`config.mk`:
```
export PLATFORM = sky130hd
export DESIGN_NAME = timebase_sync_controller
export DESIGN_NICKNAME = d
export VERILOG_FILES = /design/src/rtl/timebase_pkg.sv /design/src/rtl/sync_edge_detect.sv /design/src/rtl/timebase_sync_controller.sv
export SDC_FILE = /design/constraint.sdc
export NUM_CORES = 1
export LEC_CHECK = 0
export CAP_MARGIN = 0
export CORE_MARGIN = 2
export CORE_UTILIZATION = 35
export CTS_BUF_LIST = sky130_fd_sc_hd__clkbuf_2 sky130_fd_sc_hd__clkbuf_4 sky130_fd_sc_hd__clkbuf_8
export CTS_CLUSTER_SIZE = 16
export DETAILED_ROUTE_END_ITERATION = 8
export PLACE_DENSITY = 0.54
export RECOVER_POWER = 100
export SYNTH_ARGS = -nofsm -noshare
export SYNTH_HDL_FRONTEND = slang
export SYNTH_SLANG_ARGS = --single-unit
```
`constraint.sdc`:
```
create_clock -name i_clk -period 5.3 [get_ports i_clk]
set_clock_uncertainty 0.15 [all_clocks]
set_input_delay 1.06 -clock i_clk [delete_from_list [all_inputs] [get_ports i_clk]]
set_output_delay 1.06 -clock i_clk [all_outputs]
set_load 0.02 [all_outputs]
```
`src/rtl/timebase_pkg.sv`:
```
// Shared definitions for the time-base controller: FSM encodings and counter-width helpers.
package timebase_pkg;

    typedef enum logic [1:0] {
        ST_IDLE   = 2'd0,
        ST_FREE   = 2'd1,
        ST_ARMED  = 2'd2,
        ST_LOCKED = 2'd3
    } tb_state_e;

    localparam int STATE_W = 2;

    // Minimum width holding values 0..n-1; never narrower than one bit.
    function automatic int cnt_w(input int n);
        return (n <= 2) ? 1 : $clog2(n);
    endfunction

    localparam int DEF_P_W = cnt_w(100000);
    localparam int DEF_M_W = cnt_w(1000);

endpackage

```
`src/rtl/sync_edge_detect.sv`:
```
// Two-flop synchronizer for an asynchronous input followed by a registered rising-edge pulse.
module sync_edge_detect (
    input  logic i_clk,
    input  logic i_rst_n,
    input  logic i_async,
    output logic o_pulse
);

    logic r_s1;
    logic r_s2;
    logic r_s3;
    logic r_pulse;

    always_ff @(posedge i_clk or negedge i_rst_n) begin
        if (!i_rst_n) begin
            r_s1    <= 1'b0;
            r_s2    <= 1'b0;
            r_s3    <= 1'b0;
            r_pulse <= 1'b0;
        end else begin
            r_s1    <= i_async;
            r_s2    <= r_s1;
            r_s3    <= r_s2;
            r_pulse <= r_s2 & ~r_s3;
        end
    end

    assign o_pulse = r_pulse;

endmodule

```
`src/rtl/timebase_sync_controller.sv`:
```
// ms / second tick generator disciplined to a 1PPS reference (IDLE/FREE/ARMED/LOCKED).
// Optional build macro TIMEBASE_DRIFT_CORRECT_EN: good PPS edges in LOCKED also realign the counters.
module timebase_sync_controller
    import timebase_pkg::*;
#(
    parameter int MS_DIV      = 100000,
    parameter int SEC_DIV     = 1000,
    parameter int WIN         = 2,
    parameter int MISS_MAX    = 3,
    parameter int ARM_TIMEOUT = 4
) (
    input  logic               i_clk,
    input  logic               i_rst_n,
    input  logic               i_run,
    input  logic               i_arm,
    input  logic               i_sync_in,
    output logic               o_tick_ms,
    output logic               o_tick_sec,
    output logic               o_locked,
    output logic               o_sync_fail,
    output logic               o_lost,
    output logic [STATE_W-1:0] o_state
);

    localparam int P_W    = cnt_w(MS_DIV);
    localparam int M_W    = cnt_w(SEC_DIV);
    localparam int MISS_W = cnt_w(MISS_MAX + 1);
    localparam int ARM_W  = cnt_w(ARM_TIMEOUT + 1);

    localparam logic [P_W-1:0]    P_LAST   = P_W'(MS_DIV - 1);
    localparam logic [M_W-1:0]    M_LAST   = M_W'(SEC_DIV - 1);
    localparam logic [M_W-1:0]    M_EARLY  = M_W'(SEC_DIV - WIN);
    localparam logic [M_W-1:0]    M_WIN    = M_W'(WIN);
    localparam logic [M_W-1:0]    M_CLOSE  = M_W'(WIN - 1);
    localparam logic [MISS_W-1:0] MISS_LIM = MISS_W'(MISS_MAX);
    localparam logic [ARM_W-1:0]  ARM_LAST = ARM_W'(ARM_TIMEOUT - 1);

    tb_state_e         r_state, w_state_next;
    logic [P_W-1:0]    r_p, w_p_next;
    logic [M_W-1:0]    r_m, w_m_next;
    logic [MISS_W-1:0] r_miss, w_miss_next, w_miss_sat;
    logic [ARM_W-1:0]  r_arm_cnt, w_arm_cnt_next;
    logic              r_pps_seen, w_pps_seen_next;
    logic              r_tick_ms, w_tick_ms_next;
    logic              r_tick_sec, w_tick_sec_next;
    logic              r_locked, w_locked_next;
    logic              r_sync_fail, w_sync_fail_next;
    logic              r_lost, w_lost_next;

    logic w_pe;
    logic w_wrap, w_sec_wrap, w_close, w_timeout;
    logic w_in_early, w_in_late, w_good, w_bad, w_miss_inc, w_loss;

    sync_edge_detect u_pps_edge (
        .i_clk   (i_clk),
        .i_rst_n (i_rst_n),
        .i_async (i_sync_in),
        .o_pulse (w_pe)
    );

    assign w_wrap     = (r_p == P_LAST);
    assign w_sec_wrap = w_wrap && (r_m == M_LAST);
    assign w_close    = w_wrap && (r_m == M_CLOSE);
    assign w_timeout  = w_sec_wrap && (r_arm_cnt == ARM_LAST);
    assign w_in_early = (r_m >= M_EARLY);
    assign w_in_late  = (r_m < M_WIN);
    assign w_good     = w_pe && (w_in_early || w_in_late);
    assign w_bad      = w_pe && !(w_in_early || w_in_late);
    // A bad edge and a missed window close in the same cycle still count as one miss.
    assign w_miss_inc = w_bad || (w_close && !(r_pps_seen || w_good));
    assign w_miss_sat = (r_miss == MISS_LIM) ? r_miss : r_miss + MISS_W'(1);
    assign w_loss     = w_miss_inc && (w_miss_sat == MISS_LIM);

    always_ff @(posedge i_clk or negedge i_rst_n) begin
        if (!i_rst_n) begin
            r_state <= ST_IDLE;
        end else begin
            r_state <= w_state_next;
        end
    end

    always_comb begin
        w_state_next = r_state;
        if (!i_run) begin
            w_state_next = ST_IDLE;
        end else begin
            case (r_state)
                ST_IDLE:   w_state_next = ST_FREE;
                ST_FREE:   if (i_arm) w_state_next = ST_ARMED;
                ST_ARMED:  if (w_pe) w_state_next = ST_LOCKED;
                           else if (w_timeout) w_state_next = ST_FREE;
                ST_LOCKED: if (w_loss) w_state_next = ST_FREE;
                default:   w_state_next = ST_IDLE;
            endcase
        end
    end

    always_comb begin
        w_p_next         = w_wrap ? '0 : r_p + P_W'(1);
        w_m_next         = w_sec_wrap ? '0 : (w_wrap ? r_m + M_W'(1) : r_m);
        w_tick_ms_next   = w_wrap;
        w_tick_sec_next  = w_sec_wrap;
        w_miss_next      = r_miss;
        w_arm_cnt_next   = r_arm_cnt;
        w_pps_seen_next  = r_pps_seen;
        w_sync_fail_next = 1'b0;
        w_lost_next      = 1'b0;
        w_locked_next    = (w_state_next == ST_LOCKED);
        case (r_state)
            ST_IDLE: begin
                w_p_next        = '0;
                w_m_next        = '0;
                w_tick_ms_next  = 1'b0;
                w_tick_sec_next = 1'b0;
            end
            ST_FREE: begin
                if (w_state_next == ST_ARMED) w_arm_cnt_next = '0;
            end
            ST_ARMED: begin
                // The acquiring edge defines the second boundary; it also counts as this second's PPS.
                if (w_pe) begin
                    w_p_next        = '0;
                    w_m_next        = '0;
                    w_tick_ms_next  = 1'b1;
                    w_tick_sec_next = 1'b1;
                    w_miss_next     = '0;
                    w_pps_seen_next = 1'b1;
                    w_arm_cnt_next  = '0;
                end else if (w_timeout) begin
                    w_sync_fail_next = 1'b1;
                    w_arm_cnt_next   = '0;
                end else if (w_sec_wrap) begin
                    w_arm_cnt_next = r_arm_cnt + ARM_W'(1);
                end
            end
            ST_LOCKED: begin
                if (w_good) w_miss_next = '0;
                else if (w_miss_inc) w_miss_next = w_miss_sat;
                if (w_close) w_pps_seen_next = 1'b0;
                else if (w_good) w_pps_seen_next = 1'b1;
                w_lost_next = w_loss;
`ifdef TIMEBASE_DRIFT_CORRECT_EN
                if (w_good && w_in_early) begin
                    w_p_next        = '0;
                    w_m_next        = '0;
                    w_tick_ms_next  = 1'b1;
                    w_tick_sec_next = 1'b1;
                end else if (w_good && w_in_late && !w_wrap) begin
                    w_p_next = '0;
                end
`endif
            end
            default: ;
        endcase
        if (!i_run) begin
            w_p_next         = '0;
            w_m_next         = '0;
            w_tick_ms_next   = 1'b0;
            w_tick_sec_next  = 1'b0;
            w_miss_next      = '0;
            w_arm_cnt_next   = '0;
            w_pps_seen_next  = 1'b0;
            w_sync_fail_next = 1'b0;
            w_lost_next      = 1'b0;
        end
    end

    always_ff @(posedge i_clk or negedge i_rst_n) begin
        if (!i_rst_n) begin
            r_p         <= '0;
            r_m         <= '0;
            r_miss      <= '0;
            r_arm_cnt   <= '0;
            r_pps_seen  <= 1'b0;
            r_tick_ms   <= 1'b0;
            r_tick_sec  <= 1'b0;
            r_locked    <= 1'b0;
            r_sync_fail <= 1'b0;
            r_lost      <= 1'b0;
        end else begin
            r_p         <= w_p_next;
            r_m         <= w_m_next;
            r_miss      <= w_miss_next;
            r_arm_cnt   <= w_arm_cnt_next;
            r_pps_seen  <= w_pps_seen_next;
            r_tick_ms   <= w_tick_ms_next;
            r_tick_sec  <= w_tick_sec_next;
            r_locked    <= w_locked_next;
            r_sync_fail <= w_sync_fail_next;
            r_lost      <= w_lost_next;
        end
    end

    assign o_tick_ms   = r_tick_ms;
    assign o_tick_sec  = r_tick_sec;
    assign o_locked    = r_locked;
    assign o_sync_fail = r_sync_fail;
    assign o_lost      = r_lost;
    assign o_state     = r_state;

endmodule

```
==> results of run 1 <==
power groups by stage:
stage / Clock [mW] / Sequential [mW] / Combinational, mW
finish: 0.277 / 0.351 / 0.0465
detailed placement: 0 / 0.358 / 0.0495
global route: 0.301 / 0.352 / 0.0526
floorplan: 0 / 0.357 / 0.0283
global placement: 0 / 0.358 / 0.0492
CTS: 0.287 / 0.351 / 0.0496
routing by layer:
layer | global-route usage | vias to the layer above | share of wire | wire length (microns)
met1 | 0.1789 | 778 | 0.52 | 2247
met4 | 0.03079 | 0 | 0.0072 | 31
met2 | 0.2029 | 10 | 0.45 | 1928
met5 | 0 | - | 0 | 0
met3 | 0.03264 | 4 | 0.020 | 85
li1 | - | 823 | - | -
per-stage QoR:
step                cells  total power [mW]
floorplan             229            0.3850
global placement      312            0.4068
detailed placement    312            0.4070
CTS                   320            0.6870
global route          320            0.7054
finish                320            0.6741
logic make-up (layout without fill, tap and decap cells):
logic type | after synthesis | count (layout)
DFF | 44 | 44
buffers and inverters | 13 | 27
AOI/OAI and AO/OA | 26 | 26
adders and majority gates | 5 | 5
and+or+nand+nor | 118 | 118
xor gates and xnor gates | 23 | 23
sequential cells by signal, summed over array words and instances, names as in the netlist:
name / count
o_tick_ms: 1
u_pps_edge.o_pulse: 1
o_locked: 1
r_p: 17
u_pps_edge.r_s3: 1
u_pps_edge.r_s2: 1
o_tick_sec: 1
r_miss: 2
r_m: 10
o_lost: 1
o_state: 2
u_pps_edge.r_s1: 1
o_sync_fail: 1
r_pps_seen: 1
r_arm_cnt: 3
synthesized netlist by cell type (2+ instances only):
cell / number
nor2b_1: 4
nand3_1: 11
dfrtp_1: 44
or4_1: 3
or4_4: 2
o21ai_0: 4
xor2_1: 14
ha_1: 5
clkbuf_1: 5
nor3_1: 3
nand2b_1: 5
inv_1: 7
nor4_1: 8
and2_1: 3
xnor2_1: 9
and3_1: 3
nor2_1: 34
a21oi_1: 9
nand2_1: 22
nand3b_1: 2
nand4_1: 9
a21o_1: 3
worst min-delay path by stage:
stage	startpoint	end	slack, ns	cells after the start
2_1_floorplan	u_pps_edge.r_s1$_DFF_PN0_	u_pps_edge.r_s2$_DFF_PN0_	0.18	0
4_1_cts	u_pps_edge.r_s1$_DFF_PN0_	u_pps_edge.r_s2$_DFF_PN0_	0.21	0
3_3_place_gp	u_pps_edge.r_s1$_DFF_PN0_	u_pps_edge.r_s2$_DFF_PN0_	0.19	0
5_1_grt	u_pps_edge.r_s1$_DFF_PN0_	u_pps_edge.r_s2$_DFF_PN0_	0.23	0
6_report	u_pps_edge.r_s1$_DFF_PN0_	u_pps_edge.r_s2$_DFF_PN0_	0.21	0
3_5_place_dp	u_pps_edge.r_s1$_DFF_PN0_	u_pps_edge.r_s2$_DFF_PN0_	0.19	0
area by class of cell:
class | instances | area [sq um] | area share
Timing Repair Buffer | 12 | 111.4 | 0.04432
Clock buffer | 7 | 96.34 | 0.03835
Inverter | 7 | 26.28 | 0.01046
Clock inverter | 1 | 30.03 | 0.01195
Tap cell | 77 | 96.34 | 0.03835
Multi-Input combinational cell | 172 | 1051 | 0.4183
Sequential cell | 44 | 1101 | 0.4382
==> flow_metrics.env, run 1 <==
export IMPL_status="finished with violations"
export IMPL_violations="max-capacitance violations, max-slew violations"
export IMPL_critPathLaunch="i_rst_n"
export IMPL_drcViolationCount=0
export IMPL_ys_warn_count=0
export IMPL_swShare=0.2206
export IMPL_slew_headroom=-0.5565
export IMPL_synth_top_family_by_area="simple AND/OR/NAND/NOR gates"
export IMPL_h_tree_depth=2
export IMPL_synth_distinct_cells=42
export IMPL_intPower_uw=525.4
export IMPL_postSynthAreaPerCell_sq_um=9.687
export IMPL_ios=12
export IMPL_grt_use_total=0.1288
export IMPL_cp_slowest_stage_delay_ns=1.62
export IMPL_diodes=0
export IMPL_dr_pass1_iters=4
export IMPL_die_x_microns=83.61
export IMPL_synth_simple_gate_area_share=0.2848
export IMPL_tightest_slew_ns=2.335
export IMPL_final_setup_worst_slack_ns=2.355
export IMPL_synth_compound_area_share=0.07727
export IMPL_yosys_area_share_adder=0.02820
export IMPL_rsz0062_at_grt="false"
export IMPL_finalSetupViolations=0
export IMPL_fin_util=0.4026
export IMPL_cts_hold_fix_buffers=0
export IMPL_syn_inst=229
export IMPL_path_delay_family="buffers and inverters"
export IMPL_coreArea_sq_mm=0.006241
export IMPL_drive_gt1_frac=0.04938
export IMPL_die_area_sq_mm=0.006991
export IMPL_final_cell_mix="44 x dfrtp_1, 34 x nor2_1, 22 x nand2_1"
export IMPL_slew_viol_final=45
export IMPL_worstSkewPairLatency_ns=0.29
export IMPL_synth_edff_count=0
export IMPL_cts_buffers=5
export IMPL_netlist_top_cell_by_area="dfrtp_1"
export IMPL_finalInstanceArea_sq_mm=0.002512
export IMPL_cts_setup_buffers=0
export IMPL_arrival_ns=2.72
export IMPL_r2r_end="r_m[1]$_DFF_PN0_"
export IMPL_area_growth_pct=13.25
export IMPL_synth_mux_area_frac=0
export IMPL_synth_fp_nets=239
export IMPL_leakagePower_nw=1.047
export IMPL_cp_required_ns=5.08
export IMPL_hold_path_class="reg2reg"
export IMPL_reg2reg_depth=5
export IMPL_path_clk_slew_ns=0.08
export IMPL_wl_per_cell_microns=13.41
export IMPL_wl_microns=4292
export IMPL_nFillCells=648
export IMPL_p_switching_uw=148.7
export IMPL_place_ws_ns=2.402
export IMPL_maxCapViolations=1
export IMPL_startpoint_type="primary input"
export IMPL_p_comb_frac=0.069
export IMPL_synth_area_top_cells="dfrtp_1 50%, nor2_1 5.8%, xor2_1 5.5%"
export IMPL_timing_fmax_ghz=0.3396
export IMPL_vias_per_cell=5.047
export IMPL_detail_route_antenna_nets=0
export IMPL_cts_sinks=44
export IMPL_final_common_cell="dfrtp_1"
export IMPL_async_flop_share=1.000
export IMPL_cp_depth=1
export IMPL_timing_hold_ws_ns=0.2078
export IMPL_synthesis_area_sq_mm=0.002218
export IMPL_ys_seq_area_frac=0.4963
export IMPL_grt_pass1_wl_microns=7417
export IMPL_cp_buffers_inverters=1
export IMPL_antenna_found_initial=0
export IMPL_seq_power_share=0.520
export IMPL_initial_core_util=0.3555
export IMPL_finalHoldViolCount=0
export IMPL_synth_xor_area_frac=0.09081
export IMPL_end_kind="asynchronous set/reset pin"
export IMPL_p_per_area_mw_per_mm2=268.3
export IMPL_portBuffers=11
export IMPL_gp_congestion=0.7879
export IMPL_clock_root_buffer="clkbuf_8"
export IMPL_rows=29
export IMPL_peakVddDrop_mv=0.1195
export IMPL_r2r_start="r_p[12]$_DFF_PN0_"
export IMPL_synth_top_area_frac=0.4963
export IMPL_overflow=0
export IMPL_final_setup_tns_ns=0
export IMPL_reg2reg_slack_ns=2.40
export IMPL_pwr_share_clk=0.411
export IMPL_worstSetupPathType="in2async"
export IMPL_die_h_microns=83.61
export IMPL_cp_slowest_cell="clkbuf_1"
export IMPL_period_needed_ns=2.945
export IMPL_cts_tree="done"
export IMPL_grt_pass1_vias=1556
export IMPL_ys_seq_elements=44
export IMPL_nets=252
export IMPL_period_share=0.5557
export IMPL_cts_resized=0
export IMPL_clock_path_buffers=2
export IMPL_grt_max_degree=45
export IMPL_hpwl_microns=3059
export IMPL_placed_cell_area_sq_mm=0.002404
export IMPL_via_count=1615
export IMPL_path_cells="clkbuf_1"
export IMPL_synth_main_ff_cell="dfrtp_1"
export IMPL_first_iter_violations=142
export IMPL_path_max_fanout=44
export IMPL_cp_endpoint="o_state[0]$_DFF_PN0_"
Note: power is estimated with default switching activity, not from simulation.
==> run 2: changes to the inputs <==
- PLACE_DENSITY: 0.54 -> 0.56
- clock period: 5.3 -> 2.5 ns (I/O delays scaled with it)
==> flow_metrics.env, run 2 (synthesis gave the netlist of run 1 again) <==
export IMPL_status="finished with violations"
export IMPL_violations="max-capacitance violations, max-slew violations"
export IMPL_overflow=0
export IMPL_arrival_ns=2.51
export IMPL_cts_buffers=5
export IMPL_end_kind="flop"
export IMPL_cts_sinks=44
export IMPL_path_max_fanout=5
export IMPL_wl_per_cell_microns=13.41
export IMPL_p_per_area_mw_per_mm2=494.7
export IMPL_period_share=0.9922
export IMPL_leakagePower_nw=1.187
export IMPL_slew_headroom=-0.06087
export IMPL_timing_fmax_ghz=0.4031
export IMPL_die_area_sq_mm=0.006991
export IMPL_wl_microns=4612
export IMPL_final_setup_worst_slack_ns=0.01941
export IMPL_h_tree_depth=2
export IMPL_via_count=1738
export IMPL_largest_reg_flops=17
export IMPL_worstSetupPathType="reg2reg"
export IMPL_die_h_microns=83.61
export IMPL_top_regs="r_p x17, r_m x10, r_arm_cnt x3"
export IMPL_vias_per_cell=5.052
export IMPL_slew_viol_final=31
export IMPL_final_cell_mix="44 x dfrtp_1, 34 x nor2_1, 22 x nand2_1"
export IMPL_tightest_slew_ns=1.591
export IMPL_peakVddDrop_mv=0.2523
export IMPL_grt_max_degree=31
export IMPL_r2r_start="r_p[14]$_DFF_PN0_"
export IMPL_worstSkewPairLatency_ns=0.30
export IMPL_finalHoldViolCount=0
export IMPL_cts_tree="done"
export IMPL_rsz0062_at_grt="true"
export IMPL_hold_path_class="reg2reg"
export IMPL_period_needed_ns=2.481
export IMPL_grt_use_total=0.1402
export IMPL_final_common_cell="dfrtp_1"
export IMPL_dr_pass1_iters=4
export IMPL_diodes=0
export IMPL_gp_congestion=0.7911
export IMPL_power_mw=1.341
export IMPL_nFillCells=621
export IMPL_startpoint_type="flop"
export IMPL_detail_route_antenna_nets=0
export IMPL_clock_root_buffer="clkbuf_8"
export IMPL_critPathLaunch="r_p[14]$_DFF_PN0_"
export IMPL_area_growth_pct=22.17
export IMPL_nets=276
export IMPL_drcViolationCount=0
export IMPL_antenna_found_initial=0
export IMPL_die_x_microns=83.61
export IMPL_finalSetupViolations=0
export IMPL_initial_core_util=0.3555
export IMPL_path_clk_slew_ns=0.07
export IMPL_rows=29
export IMPL_maxCapViolations=1
export IMPL_grt_pass1_wl_microns=7872
export IMPL_drive_gt1_frac=0.1610
export IMPL_clock_path_buffers=2
export IMPL_grt_pass1_vias=1697
export IMPL_cp_required_ns=2.53
export IMPL_hpwl_microns=3308
export IMPL_coreArea_sq_mm=0.006241
export IMPL_ios=12
export IMPL_largest_register="r_p"
export IMPL_hold_path_startpoint="u_pps_edge.r_s1$_DFF_PN0_"
export IMPL_first_iter_violations=104
export IMPL_portBuffers=11
export IMPL_place_ws_ns=-0.04981
## run 2: repair_timing
item                       4_1_cts  5_1_grt
hold buffers                     0        0
buffers inserted                 0        2
setup endpoints to repair        3       13
pin swaps                        1        7
gates resized for setup          1        7
## run 2: critical path, stage by stage, from the launching register on
cell and delay [ns]:
dfrtp_1 0.38, or4b_4 0.54, or4_4 0.55, or3_4 0.37
a21o_1 0.18, a32o_1 0.20
## run 2: per-stage QoR
step                        util  instances  instance area (sq um)  hold slack (ns)  setup TNS [ns]
after global routing      0.4342        344                   2710           0.2331        -0.04838
after detailed placement  0.4116        334                   2569           0.1918        -0.09007
after floorplan                -        229                   2221          0.05441        -0.05786
after global placement    0.4116        334                   2569           0.1848        -0.02119
final                     0.4342        344                   2710           0.2121               0
after CTS                 0.4282        342                   2673          0.09343        -0.02863
## run 2: cell type report
class                   count  area [sq um]  area share
multi-input cells         172          1110      0.4095
flip-flops and latches     44          1101      0.4063
repair buffers             36         279.0      0.1030
clock buffers               8         97.59     0.03601
well taps                  77         96.34     0.03555
inverters                   7         26.28    0.009695
## run 2: final timing paths
path                                              to  slack [ns]  depth (start not counted)
hold / removal             u_pps_edge.r_s2$_DFF_PN0_        0.21                          0
hold reg to reg            u_pps_edge.r_s2$_DFF_PN0_        0.21                          0
max in group asynchronous          r_p[11]$_DFF_PN0_        0.61                          2
min in group asynchronous      o_sync_fail$_DFF_PN0_        0.44                          1
setup / recovery            r_arm_cnt[1]$_DFFE_PN0P_        0.02                          5
setup reg to reg            r_arm_cnt[1]$_DFFE_PN0P_        0.02                          5
## run 2: power by group
group | internal [mW] | switching [mW]
logic | 0.0433 | 0.0679
registers | 0.726 | 0.0182
clock network | 0.247 | 0.238
## run 2: metal layers
layer | vias up | wire, microns | GRT usage
met3 | 6 | 137 | 0.03858
met2 | 25 | 2097 | 0.2233
met4 | 0 | 58 | 0.04839
li1 | 871 | - | -
met1 | 836 | 2318 | 0.1843
met5 | - | 0 | 0
